===== src/rtl/imem_access_ctrl.sv =====
`default_nettype none
// ============================================================================
// Module   : imem_access_ctrl
// Brief    : Shares the single-port instruction memory between IF fetch and the
//            loader port, with req/ack handshake, stall generation and timeout.
// Revision : 1.0
// ============================================================================
module imem_access_ctrl #(
   parameter int unsigned           ADDR_WIDTH     = 32,
   parameter int unsigned           DATA_WIDTH     = 32,
   parameter int unsigned           TIMEOUT_CYCLES = 16,
   parameter logic [DATA_WIDTH-1:0] NOP_INST       = 32'h0000_0013
) (
   input  logic                  clk,
   input  logic                  rst_n,
   input  logic                  i_if_rd_en,
   input  logic [ADDR_WIDTH-1:0] i_if_addr,
   input  logic [ADDR_WIDTH-1:0] i_if_next_addr,
   input  logic                  i_pipe_stall,
   output logic [DATA_WIDTH-1:0] o_if_data,
   output logic                  o_if_stall,
   output logic                  o_fetch_fault,
   input  logic                  i_ld_req,
   input  logic                  i_ld_we,
   input  logic [ADDR_WIDTH-1:0] i_ld_addr,
   input  logic [DATA_WIDTH-1:0] i_ld_wdata,
   output logic                  o_ld_gnt,
   output logic                  o_ld_done,
   output logic                  o_ld_err,
   output logic [DATA_WIDTH-1:0] o_ld_rdata,
   output logic                  o_mem_req,
   output logic                  o_mem_we,
   output logic [ADDR_WIDTH-1:0] o_mem_addr,
   output logic [DATA_WIDTH-1:0] o_mem_wdata,
   input  logic [DATA_WIDTH-1:0] i_mem_rdata,
   input  logic                  i_mem_ack
);

   typedef enum logic [1:0] {
      S_IDLE  = 2'd0,
      S_FETCH = 2'd1,
      S_LOAD  = 2'd2
   } state_t;

   localparam logic [7:0] c_to_last = 8'(TIMEOUT_CYCLES - 1);

   state_t                r_state;
   state_t                w_state_nxt;
   logic [ADDR_WIDTH-1:0] r_addr;
   logic [DATA_WIDTH-1:0] r_wdata;
   logic                  r_we;
   logic [7:0]            r_cnt;
   logic [DATA_WIDTH-1:0] r_ld_rdata;
   logic                  r_last_ld;
   logic                  r_ld_gnt;

   logic                  w_busy;
   logic                  w_in_fetch;
   logic                  w_in_load;
   logic                  w_timeout;
   logic                  w_done;
   logic                  w_hit;
   logic                  w_deliver;
   logic                  w_arb;
   logic                  w_ld_req;
   logic                  w_gnt_ld;
   logic                  w_gnt_if;
   logic [ADDR_WIDTH-1:0] w_fetch_addr;

   always_comb begin
      w_busy     = (r_state != S_IDLE);
      w_in_fetch = (r_state == S_FETCH);
      w_in_load  = (r_state == S_LOAD);
      w_timeout  = w_busy && !i_mem_ack && (r_cnt == c_to_last);
      w_done     = w_busy && (i_mem_ack || w_timeout);
      // A stale ack (PC redirected meanwhile) completes the access but delivers nothing.
      w_hit      = w_in_fetch && i_mem_ack && (r_addr == i_if_addr);
      w_deliver  = w_hit || (w_in_fetch && w_timeout);
      w_arb      = !w_busy || w_done;
      // The loader's level request in its own completion cycle is the one just served.
      w_ld_req   = i_ld_req && !w_in_load;
      w_gnt_ld   = w_arb && w_ld_req && (!i_if_rd_en || !r_last_ld);
      w_gnt_if   = w_arb && i_if_rd_en && !w_gnt_ld;
      w_fetch_addr = (w_deliver && !i_pipe_stall) ? i_if_next_addr : i_if_addr;
   end

   always_ff @(posedge clk or negedge rst_n) begin
      if (!rst_n) begin
         r_state <= S_IDLE;
      end else begin
         r_state <= w_state_nxt;
      end
   end

   always_comb begin
      w_state_nxt = r_state;
      if (w_gnt_ld) begin
         w_state_nxt = S_LOAD;
      end else if (w_gnt_if) begin
         w_state_nxt = S_FETCH;
      end else if (w_arb) begin
         w_state_nxt = S_IDLE;
      end
   end

   always_ff @(posedge clk or negedge rst_n) begin
      if (!rst_n) begin
         r_addr     <= '0;
         r_wdata    <= '0;
         r_we       <= 1'b0;
         r_cnt      <= 8'd0;
         r_ld_rdata <= '0;
         r_last_ld  <= 1'b1;
         r_ld_gnt   <= 1'b0;
      end else begin
         r_ld_gnt <= w_gnt_ld;
         if (w_gnt_ld) begin
            r_addr    <= i_ld_addr;
            r_we      <= i_ld_we;
            r_wdata   <= i_ld_wdata;
            r_last_ld <= 1'b1;
            r_cnt     <= 8'd0;
         end else if (w_gnt_if) begin
            r_addr    <= w_fetch_addr;
            r_we      <= 1'b0;
            r_last_ld <= 1'b0;
            r_cnt     <= 8'd0;
         end else if (w_busy) begin
            r_cnt <= r_cnt + 8'd1;
         end
         if (w_in_load && i_mem_ack && !r_we) begin
            r_ld_rdata <= i_mem_rdata;
         end
      end
   end

   always_comb begin
      o_mem_req     = w_busy;
      o_mem_we      = w_in_load && r_we;
      o_mem_addr    = r_addr;
      o_mem_wdata   = r_wdata;
      o_if_stall    = i_if_rd_en && !w_deliver;
      o_if_data     = (i_if_rd_en && w_hit) ? i_mem_rdata : NOP_INST;
      o_fetch_fault = w_in_fetch && w_timeout;
      o_ld_done     = w_in_load && w_done;
      o_ld_err      = w_in_load && w_timeout;
      o_ld_gnt      = r_ld_gnt;
      o_ld_rdata    = r_ld_rdata;
   end

endmodule
`default_nettype wire


===== config.mk =====
export PLATFORM = sky130hd
export DESIGN_NAME = imem_access_ctrl
export DESIGN_NICKNAME = d
export VERILOG_FILES = /design/src/rtl/imem_access_ctrl.sv
export SDC_FILE = /design/constraint.sdc
export NUM_CORES = 1
export LEC_CHECK = 0
export BUFFER_PORTS_ARGS = -buffer_cell sky130_fd_sc_hd__buf_4
export CELL_PAD_IN_SITES_DETAIL_PLACEMENT = 1
export CELL_PAD_IN_SITES_GLOBAL_PLACEMENT = 1
export CORE_MARGIN = 2
export CORE_UTILIZATION = 30
export CTS_BUF_LIST = sky130_fd_sc_hd__clkbuf_8 sky130_fd_sc_hd__clkbuf_16
export CTS_CLUSTER_SIZE = 28
export DETAILED_ROUTE_END_ITERATION = 7
export GPL_ROUTABILITY_DRIVEN = 0
export GPL_TIMING_DRIVEN = 0
export PLACE_DENSITY = 0.77
export SYNTH_ARGS = -nofsm -noshare
export SYNTH_HDL_FRONTEND = slang
export SYNTH_SLANG_ARGS = --single-unit

===== constraint.sdc =====
create_clock -name clk -period 2.13 [get_ports clk]
set_input_delay 0.1065 -clock clk [delete_from_list [all_inputs] [get_ports clk]]
set_output_delay 0.1065 -clock clk [all_outputs]
set_load 0.02 [all_outputs]

* Word-level counts from Yosys, hierarchy flattened
Cells that the tools add are included.
** Cells by class
- Add/subtract/negate cells :: 1
- Eq/ne operators :: 4
- Multiplexer cells :: 13
- Reductions and logical operators :: 36
** Operators with widths (count)
- two-way mux 32 bit :: 4
- == test 32 bit :: 1
- two-way mux 8 bit :: 3
- logical AND 1 bit :: 19
- zero test 1 bit :: 9
- adder 8 x 1 -> 8 bit, second input constant :: 1
- == test 8 x 4 -> 1 bit, second input constant :: 1
- two-way mux 2 bit :: 3
- nonzero test 3 bit :: 2
- logical OR 1 bit :: 4
- nonzero test 2 bit :: 2
- two-way mux 1 bit :: 3
- == test 2 x 1 -> 1 bit, second input constant :: 1
- == test 2 bit, second input constant :: 1
** Storage, ports and cells
- Register bits :: 109
- Input port bits :: 167
- Output and inout bits :: 135
- Word-level logic and storage cells :: 62

* Longest topological paths before layout
Gate-level depths: netlist of the first run.
- Depth in word-level cells :: 12
- Gate-level depth with buffers :: 10
- Gate-level depth less buffers :: 8

* Least setup slack after synthesis of the first run
Ideal clock, no wire load.
- Path type :: flip-flop to flip-flop
- From :: reg r_addr[16] (netlist: o_mem_addr[16])
- To :: reg r_addr[25] (netlist: o_mem_addr[25])
- Library setup time :: 86 ps
- Data arrival time :: 2365 ps
- Required time :: 2044 ps
- Setup slack :: -321 ps
- Stages on the path, launching flop included :: 8
- Buffers on the path :: 1
- Clock period less this slack :: 2451 ps
- Cells stage by stage :: dfrtp_1 -> xor2_1 -> nor4_1 -> nand4_1 -> o41ai_4 -> buf_6 -> mux2_1 -> nor3_1
** On the way
- Word-level cells in the longest chain between the ends :: 7
** Ends and longest elaborated chain
- start: declaration :: RTL line 49 : logic [ADDR_WIDTH-1:0] r_addr;
- start signal: assignment :: RTL line 118 : r_addr <= i_ld_addr;
- start signal: assignment :: RTL line 124 : r_addr <= w_fetch_addr;
- == test 32 bit :: RTL line 77 : w_hit = w_in_fetch && i_mem_ack && (r_addr == i_if_addr);
- logical AND 1 bit :: RTL line 77
- logical OR 1 bit :: RTL line 78 : w_deliver = w_hit || (w_in_fetch && w_timeout);
- logical AND 1 bit :: RTL line 84 : w_fetch_addr = (w_deliver && !i_pipe_stall) ? i_if_next_addr : i_if_addr;
- two-way mux 32 bit :: RTL line 84
- two-way mux 32 bit :: RTL line 123 : end else if (w_gnt_if) begin
- two-way mux 32 bit :: RTL line 117 : if (w_gnt_ld) begin
Every way passes these cells. The select of a mux whose other input is x is not followed.
A chain may end at the register's enable or synchronous reset.

* Worst setup path in the final report of the first run
- From :: reg r_addr[21] (netlist: o_mem_addr[21])
- To :: out o_if_data[19]
** On the way
- Word-level cells in the longest chain between the ends :: 4
** Ends and longest elaborated chain
- == test 32 bit :: RTL line 77
- logical AND 1 bit :: RTL line 77
- logical AND 1 bit :: RTL line 143 : o_if_data = (i_if_rd_en && w_hit) ? i_mem_rdata : NOP_INST;
- two-way mux 32 bit :: RTL line 143
- end: declaration :: RTL line 20 : output logic [DATA_WIDTH-1:0] o_if_data,
Every way passes these cells.

==> impl_metrics.ini, run 1 <==
[finish]
nFillCells = 2133
antennaDiodeCount = 0
final_layout_size_suffix_gt1_frac = 0.5280
area.growth.synth_to_final_pct = 77.97
multi_input_comb_area_sq_um = 3566
area_used_by_sequential_logic_in_the_layout_sq_um = 2749
final_cells = 1301
utilization = 0.5443
final_nets = 1199

[global_routing]
gr-total-overflow = 0
grt_first_pass_wirelength_mm = 40.85
first_global_vias = 7257
grt_overall_usage = 0.2544
pin_count_of_the_biggest_net_entering_global_routing = 74
antenna_found_initial = 0

[cts]
cts_tree = built
cts_made_buffers = 9
cts_root_buf = sky130_fd_sc_hd__clkbuf_16
clock_tree.htree_level_count = 3
cts.sinks = 109
cts_buffer_depth = 2
clock_latency_reported_for_the_late_side_of_the_worst_skew_pair_ns = 0.36
clk_transition_reported_paths_ns = 0.09

[synthesis]
syn_area_per_cell_sq_um = 9.569
yosys.cell_types.count = 41
ys_seq_elements = 109
synth.yosys.seq_area_share = 0.4585
mappedNetlistArea_sq_um = 5952
netlist_instances = 622
syn-num-nets = 790
synth.yosys.warnings = 0

[die]
die_outline_area_sq_um = 20980
boundaryPins = 302
initial_core_util = 0.3058
fp.dieW_microns = 144.9
floorplan.core_area_sq_um = 19460
y_dimension_of_the_die_microns = 144.9
std_cell_rows = 51

[sta]
fin_skew_ns = 0.01164
slew_violations = 0
period_share = 1.226
worstMarginPinSlew_ns = 0.7816
final.min_clock_period_ns = 2.611
rsz_0062_raised_after_global_routing = true
max_freq_mhz = 383.1
finalHoldViolCount = 0
layout_setup_ws_ns = -0.4805
setup_viol = 65
maxSlewHeadroom = 0.4765

[pwr]
max-vdd-ir-drop_uv = 560.4
leakage_uw = 0.005002
p_per_area_nw_per_um2 = 1137

[worst_setup_path]
endpoint_kind = output port
worstSetupStartpointType = flip-flop
critPathKind = flip-flop to output port
worst-endpoint-required_ns = 2.02
critical_path_peak_fanout = 6
crit_arrival_ns = 2.50

[outcome]
result_of_the_run = complete, but fails checks
failed_checks = negative setup slack

[route]
wirelength_mm = 27.66
drt-initial-drc-count = 288
drcViolationCount = 0
router_iterations_before_antenna_repair = 4
routed_wire_length_per_instance_microns = 21.26
vias_per_cell = 5.047
dr_total_vias = 6566
postRouteAntennaNets = 0

[worst_hold_path]
timing.hold.worst.class = input port to flip-flop

[placement]
place.detailed.instances = 1188
buffer_ports.inserted = 300
dp_hpwl_mm = 18.37

[run]
cap_violations = 0
## power by group
part | internal, uW | total (uW) | switching (uW)
combinational | 2900 | 6420 | 3520
sequential | 3030 | 3890 | 861
clock | 819 | 1730 | 912
## worst max-delay path: stages, from the launching register on
cell                      delay, ns
sky130_fd_sc_hd__dfrtp_2       0.46
sky130_fd_sc_hd__xor2_2        0.18
sky130_fd_sc_hd__nor4_4        0.34
sky130_fd_sc_hd__buf_4         0.16
sky130_fd_sc_hd__nand4_1       0.14
sky130_fd_sc_hd__nor4_4        0.18
sky130_fd_sc_hd__buf_6         0.19
sky130_fd_sc_hd__buf_4         0.16
sky130_fd_sc_hd__and3_4        0.20
sky130_fd_sc_hd__buf_6         0.12
## layer usage
metal | track usage | routed length (microns) | up-vias
li1 | - | - | 3030
met1 | 0.3067 | 11020 | 3283
met2 | 0.4578 | 14480 | 215
met3 | 0.04738 | 1554 | 38
met4 | 0.07920 | 611 | 0
met5 | 0 | 0 | -
## cell usage in the layout (no fill, tap or decap), drive strengths merged, types with 6 or more instances in the layout
cell type and instances:
nand2 109, mux2 64, dlygate4sd3 64, a211oi 64, nor2 43, dfrtp 108, nand4 7, and3 31
nor3 66, inv 6, xor2 36, buf 359, nor4 12, clkbuf 29
## stage by stage
stage	cell area [sq um]	hold slack (ns)	worst slack [ns]	TNS, ns	total power, uW
6_report	10590	0.007363	-0.4805	-26.37	12040
5_1_grt	10590	0.006759	-0.5971	-34.26	12710
4_1_cts	10330	0.003734	-0.4293	-24.95	11760
3_5_place_dp	8828	0.03221	-0.9183	-66.55	9643
3_3_place_gp	8797	0.2965	-0.8916	-63.05	9476
2_1_floorplan	6213	-0.1891	-0.2889	-8.459	6991
## worst paths after layout
check,start,to,slack (ns),depth (start not counted)
setup / recovery,o_mem_addr[21]$_DFFE_PN0P_,o_if_data[19],-0.48,9
hold / removal,i_mem_rdata[12],o_ld_rdata[12]$_DFFE_PN0P_,0.007,2
setup reg to reg,o_mem_addr[14]$_DFFE_PN0P_,o_mem_addr[5]$_DFFE_PN0P_,-0.45,9
hold reg to reg,r_last_ld$_DFFE_PN1P_,r_last_ld$_DFFE_PN1P_,0.47,2
max in group asynchronous,rst_n,o_mem_addr[26]$_DFFE_PN0P_,1.18,3
min in group asynchronous,rst_n,o_ld_rdata[21]$_DFFE_PN0P_,0.21,2
## what timing repair did
action	in CTS	in global routing
endpoints found under the hold margin	99	0
setup endpoints to repair	132	117
cloned	4	1
setup buffers	25	8
pin swaps	26	28
resized for setup	76	72
hold buffers	64	0
## Yosys cell counts
| cell type | count | area [sq um] |
|---|---|---|
| sky130_fd_sc_hd__o22ai_1 | 1 | 6.260 |
| sky130_fd_sc_hd__nor4_1 | 12 | 75.07 |
| sky130_fd_sc_hd__a211oi_1 | 64 | 480.5 |
| sky130_fd_sc_hd__a31oi_1 | 1 | 6.260 |
| sky130_fd_sc_hd__buf_1 | 3 | 11.26 |
| sky130_fd_sc_hd__dfstp_2 | 1 | 26.28 |
| sky130_fd_sc_hd__nand2b_1 | 5 | 31.28 |
| sky130_fd_sc_hd__buf_2 | 15 | 75.07 |
| sky130_fd_sc_hd__a21oi_1 | 4 | 20.02 |
| sky130_fd_sc_hd__dfrtp_1 | 108 | 2703 |
| sky130_fd_sc_hd__mux2_2 | 44 | 495.5 |
| sky130_fd_sc_hd__buf_6 | 3 | 33.78 |
| sky130_fd_sc_hd__or4_4 | 1 | 11.26 |
| sky130_fd_sc_hd__nand3b_1 | 1 | 7.510 |
| sky130_fd_sc_hd__o31ai_1 | 1 | 7.510 |
| sky130_fd_sc_hd__mux2_1 | 16 | 180.2 |
| sky130_fd_sc_hd__nor2_1 | 43 | 161.4 |
| sky130_fd_sc_hd__o41ai_4 | 1 | 27.53 |
| sky130_fd_sc_hd__or2b_1 | 1 | 7.510 |
| sky130_fd_sc_hd__o2111ai_1 | 1 | 8.760 |
| sky130_fd_sc_hd__and3_1 | 31 | 193.9 |
| sky130_fd_sc_hd__a21boi_0 | 1 | 7.510 |
| sky130_fd_sc_hd__inv_2 | 1 | 3.750 |
| sky130_fd_sc_hd__and2b_1 | 1 | 7.510 |
| sky130_fd_sc_hd__o21ai_2 | 1 | 8.760 |
| sky130_fd_sc_hd__clkbuf_1 | 22 | 82.58 |
| sky130_fd_sc_hd__ha_1 | 1 | 12.51 |
| sky130_fd_sc_hd__xnor2_1 | 1 | 8.760 |
| sky130_fd_sc_hd__or2_2 | 1 | 6.260 |
| sky130_fd_sc_hd__or3_1 | 3 | 18.77 |
| sky130_fd_sc_hd__o21ai_0 | 3 | 15.01 |
| sky130_fd_sc_hd__mux2_4 | 4 | 60.06 |
| sky130_fd_sc_hd__and2_1 | 1 | 6.260 |
| sky130_fd_sc_hd__a31o_2 | 1 | 8.760 |
| sky130_fd_sc_hd__nand2_1 | 109 | 409.1 |
| sky130_fd_sc_hd__nor3_1 | 66 | 330.3 |
| sky130_fd_sc_hd__xor2_1 | 36 | 315.3 |
| sky130_fd_sc_hd__buf_4 | 2 | 15.01 |
| sky130_fd_sc_hd__nand4_1 | 7 | 43.79 |
| sky130_fd_sc_hd__nor3b_1 | 2 | 15.01 |
| sky130_fd_sc_hd__inv_1 | 2 | 7.510 |
## sequential cells by signal (all words and copies together) (netlist names)
signal	count
o_ld_gnt	1
o_mem_addr	32
o_ld_rdata	32
r_cnt	8
o_mem_wdata	32
r_we	1
r_last_ld	1
r_state	2
## cell type report
type / count / share of cell area
Multi-Input combinational cell: 465 / 0.3366
Timing Repair Buffer: 401 / 0.3179
Sequential cell: 109 / 0.2595
Tap cell: 265 / 0.03130
Buffer: 42 / 0.02646
Clock buffer: 9 / 0.02126
Clock inverter: 7 / 0.005906
Inverter: 3 / 0.001063
## cell families after synthesis
kind of cell / Yosys count / share of synthesized area
compound gates: 79 / 0.1003
xor+xnor: 37 / 0.05445
fa+ha+maj: 1 / 0.002102
buf+inv: 48 / 0.03847
flops: 109 / 0.4585
mux: 64 / 0.1236
simple gates: 284 / 0.2226
No activity file was read; power rests on OpenSTA's default activity.
==> run 2, diff against run 1 <==
==> constraint.sdc (replaced) <==
create_clock -name clk -period 2.2 [get_ports clk]
set_input_delay 0.11 -clock clk [delete_from_list [all_inputs] [get_ports clk]]
set_output_delay 0.11 -clock clk [all_outputs]
set_load 0.02 [all_outputs]
==> run 2 against run 1 <==
  * The flow still finishes with violations (negative setup slack)
  * Hold slack better by 0.0012 ns
  * Critical path depth unchanged
  * Worst setup slack better by 0.082 ns
  * Register-to-register slack better by 0.07 ns
  * Sequential cell count unchanged
  * Wire length up 0.30%
  * Final cell count unchanged
  * Power down 3.4%
  * Via count up 0.35%
  * Non-clock buffer count down 1
  * Die area unchanged
  * Largest cell class unchanged
  * Highest routed layer unchanged
==> impl_metrics.ini, run 2 (synthesized netlist as in run 1, its figures left out) <==
[sta]
fin_skew_ns = 0.01161
maxSlewHeadroom = 0.4652
rsz_0062_raised_after_global_routing = true
final.min_clock_period_ns = 2.599
slew_violations = 0
finalHoldViolCount = 0
worstMarginPinSlew_ns = 0.7985
holdWs_ns = 0.008525
period_share = 1.181
max_freq_mhz = 384.8
layout_setup_ws_ns = -0.3985
setup_viol = 65

[global_routing]
busiest_layer = met2
globalRouteMet1Util = 0.3029
global_route.usage.met2 = 0.4546
pin_count_of_the_biggest_net_entering_global_routing = 74
antenna_found_initial = 1
gr-total-overflow = 0
grt_overall_usage = 0.2522
first_global_vias = 7241
grtUsageMet3 = 0.04804
grt_first_pass_wirelength_mm = 40.53

[pwr]
max-vdd-ir-drop_uv = 542.1
p_per_area_nw_per_um2 = 1104
leakage_uw = 0.004977

[cts]
cts_made_buffers = 9
cts_root_buf = sky130_fd_sc_hd__clkbuf_16
cts.sinks = 109
clk_transition_reported_paths_ns = 0.09
cts_buffer_depth = 2
clock_tree.htree_level_count = 3
clock_latency_reported_for_the_late_side_of_the_worst_skew_pair_ns = 0.36
cts_tree = built

[route]
drt-initial-drc-count = 293
routed_wire_length_per_instance_microns = 21.33
vias_per_cell = 5.065
router_iterations_before_antenna_repair = 4
postRouteAntennaNets = 0
wirelength_mm = 27.75
dr_total_vias = 6589
drcViolationCount = 0

[finish]
area.growth.synth_to_final_pct = 76.98
nFillCells = 2138
area_used_by_sequential_logic_in_the_layout_sq_um = 2748
final_nets = 1198
final_layout_size_suffix_gt1_frac = 0.5256
mostFrequentLayoutCell = sky130_fd_sc_hd__buf_4
multi_input_comb_area_sq_um = 3540
final_cells = 1301
commonest_cells_after_routing_fill_and_taps_aside = sky130_fd_sc_hd__buf_4 (304), sky130_fd_sc_hd__nand2_1 (109), sky130_fd_sc_hd__dfrtp_1 (93), sky130_fd_sc_hd__a211oi_1 (63), sky130_fd_sc_hd__dlygate4sd3_1 (63)

[die]
floorplan.core_area_sq_um = 19460
boundaryPins = 302
fp.dieW_microns = 144.9
initial_core_util = 0.3058
die_outline_area_sq_um = 20980
y_dimension_of_the_die_microns = 144.9
std_cell_rows = 51

[outcome]
result_of_the_run = complete, but fails checks
failed_checks = negative setup slack

[worst_hold_path]
hold_path_end = o_ld_rdata[0]$_DFFE_PN0P_
timing.hold.worst.class = input port to flip-flop
worst_hold_startpoint = i_mem_rdata[0]
hold_path_depth = 2

[worst_setup_path]
rrSetupSlack_ns = -0.38
rr_startpoint = o_mem_addr[14]$_DFFE_PN0P_
worst-endpoint-required_ns = 2.09
worst-r2r-cell-count = 9
critPathKind = flip-flop to output port
endpoint_kind = output port
regToRegEndpoint = o_mem_addr[5]$_DFFE_PN0P_
worstSetupStartpointType = flip-flop
crit_arrival_ns = 2.49
critical_path_peak_fanout = 5

[placement]
dp_hpwl_mm = 18.37
buffer_ports.inserted = 300
place.detailed.instances = 1188

[run]
cap_violations = 0
run 2: changes by cell type in the layout (fill, tap and decap cells not counted), sizes merged:
cell	previous run	this run
dlygate4sd3	64	63
diode	0	1
run 2: timing repair:
item / CTS / global route
setup endpoints to repair: 132 / 106
gates resized for setup: 76 / 58
pin swaps: 26 / 18
hold endpoints to repair: 98 / 0
gates cloned: 4 / 0
hold buffers: 63 / 0
setup buffers: 23 / 11
run 2: layer usage:
layer,wire [microns],vias up,share of wire
met5,0,-,0
met4,745,0,0.027
met3,1561,47,0.056
met2,14410,218,0.52
met1,11030,3295,0.40
li1,-,3029,-
run 2: worst max path at each step:
stage,slack [ns],end,startpoint
after floorplan,-0.22,o_mem_addr[19]$_DFFE_PN0P_,o_mem_addr[31]$_DFFE_PN0P_
after global placement,-0.83,o_if_data[3],o_mem_addr[29]$_DFFE_PN0P_
after detailed placement,-0.85,o_if_data[7],o_mem_addr[29]$_DFFE_PN0P_
after CTS,-0.36,o_if_data[4],o_mem_addr[17]$_DFFE_PN0P_
after global routing,-0.52,o_if_data[20],o_mem_addr[21]$_DFFE_PN0P_
final,-0.40,o_if_data[19],o_mem_addr[21]$_DFFE_PN0P_
run 2: power breakdown:
part	internal, uW	switching [uW]	total, uW
sequential	2930	829	3760
combinational	2790	3400	6190
clock	793	884	1680
total	6520	5110	11600
run 2: area by class of cell:
| cell class | instances | share of cell area |
|---|---|---|
| clock inverters | 7 | 0.005939 |
| diodes | 1 | 0.0002376 |
| repair buffers | 400 | 0.3180 |
| plain buffers | 42 | 0.02506 |
| well taps | 265 | 0.03148 |
| flip-flops and latches | 109 | 0.2608 |
| multi-input cells | 465 | 0.3360 |
| inverters | 3 | 0.001069 |
| clock buffers | 9 | 0.02138 |
run 2: per-stage QoR:
| stage | power (uW) | TNS (ns) | setup slack (ns) | cell area (sq um) | util |
|---|---|---|---|---|---|
| floorplan | 6768 | -6.219 | -0.2189 | 6213 | - |
| global placement | 9175 | -53.99 | -0.8251 | 8797 | 0.4520 |
| detailed placement | 9336 | -57.50 | -0.8518 | 8828 | 0.4536 |
| CTS | 11370 | -20.51 | -0.3628 | 10300 | 0.5294 |
| global route | 12270 | -29.62 | -0.5161 | 10530 | 0.5412 |
| finish | 11630 | -21.82 | -0.3985 | 10530 | 0.5412 |
run 2: worst max-delay path, stage by stage, from the launching register on:
cell	delay (ns)
sky130_fd_sc_hd__dfrtp_2	0.47
sky130_fd_sc_hd__xor2_2	0.18
sky130_fd_sc_hd__nor4_4	0.33
sky130_fd_sc_hd__buf_4	0.16
sky130_fd_sc_hd__nand4_1	0.14
sky130_fd_sc_hd__nor4_4	0.18
sky130_fd_sc_hd__buf_6	0.17
sky130_fd_sc_hd__buf_4	0.16
sky130_fd_sc_hd__and3_4	0.21
sky130_fd_sc_hd__buf_6	0.12
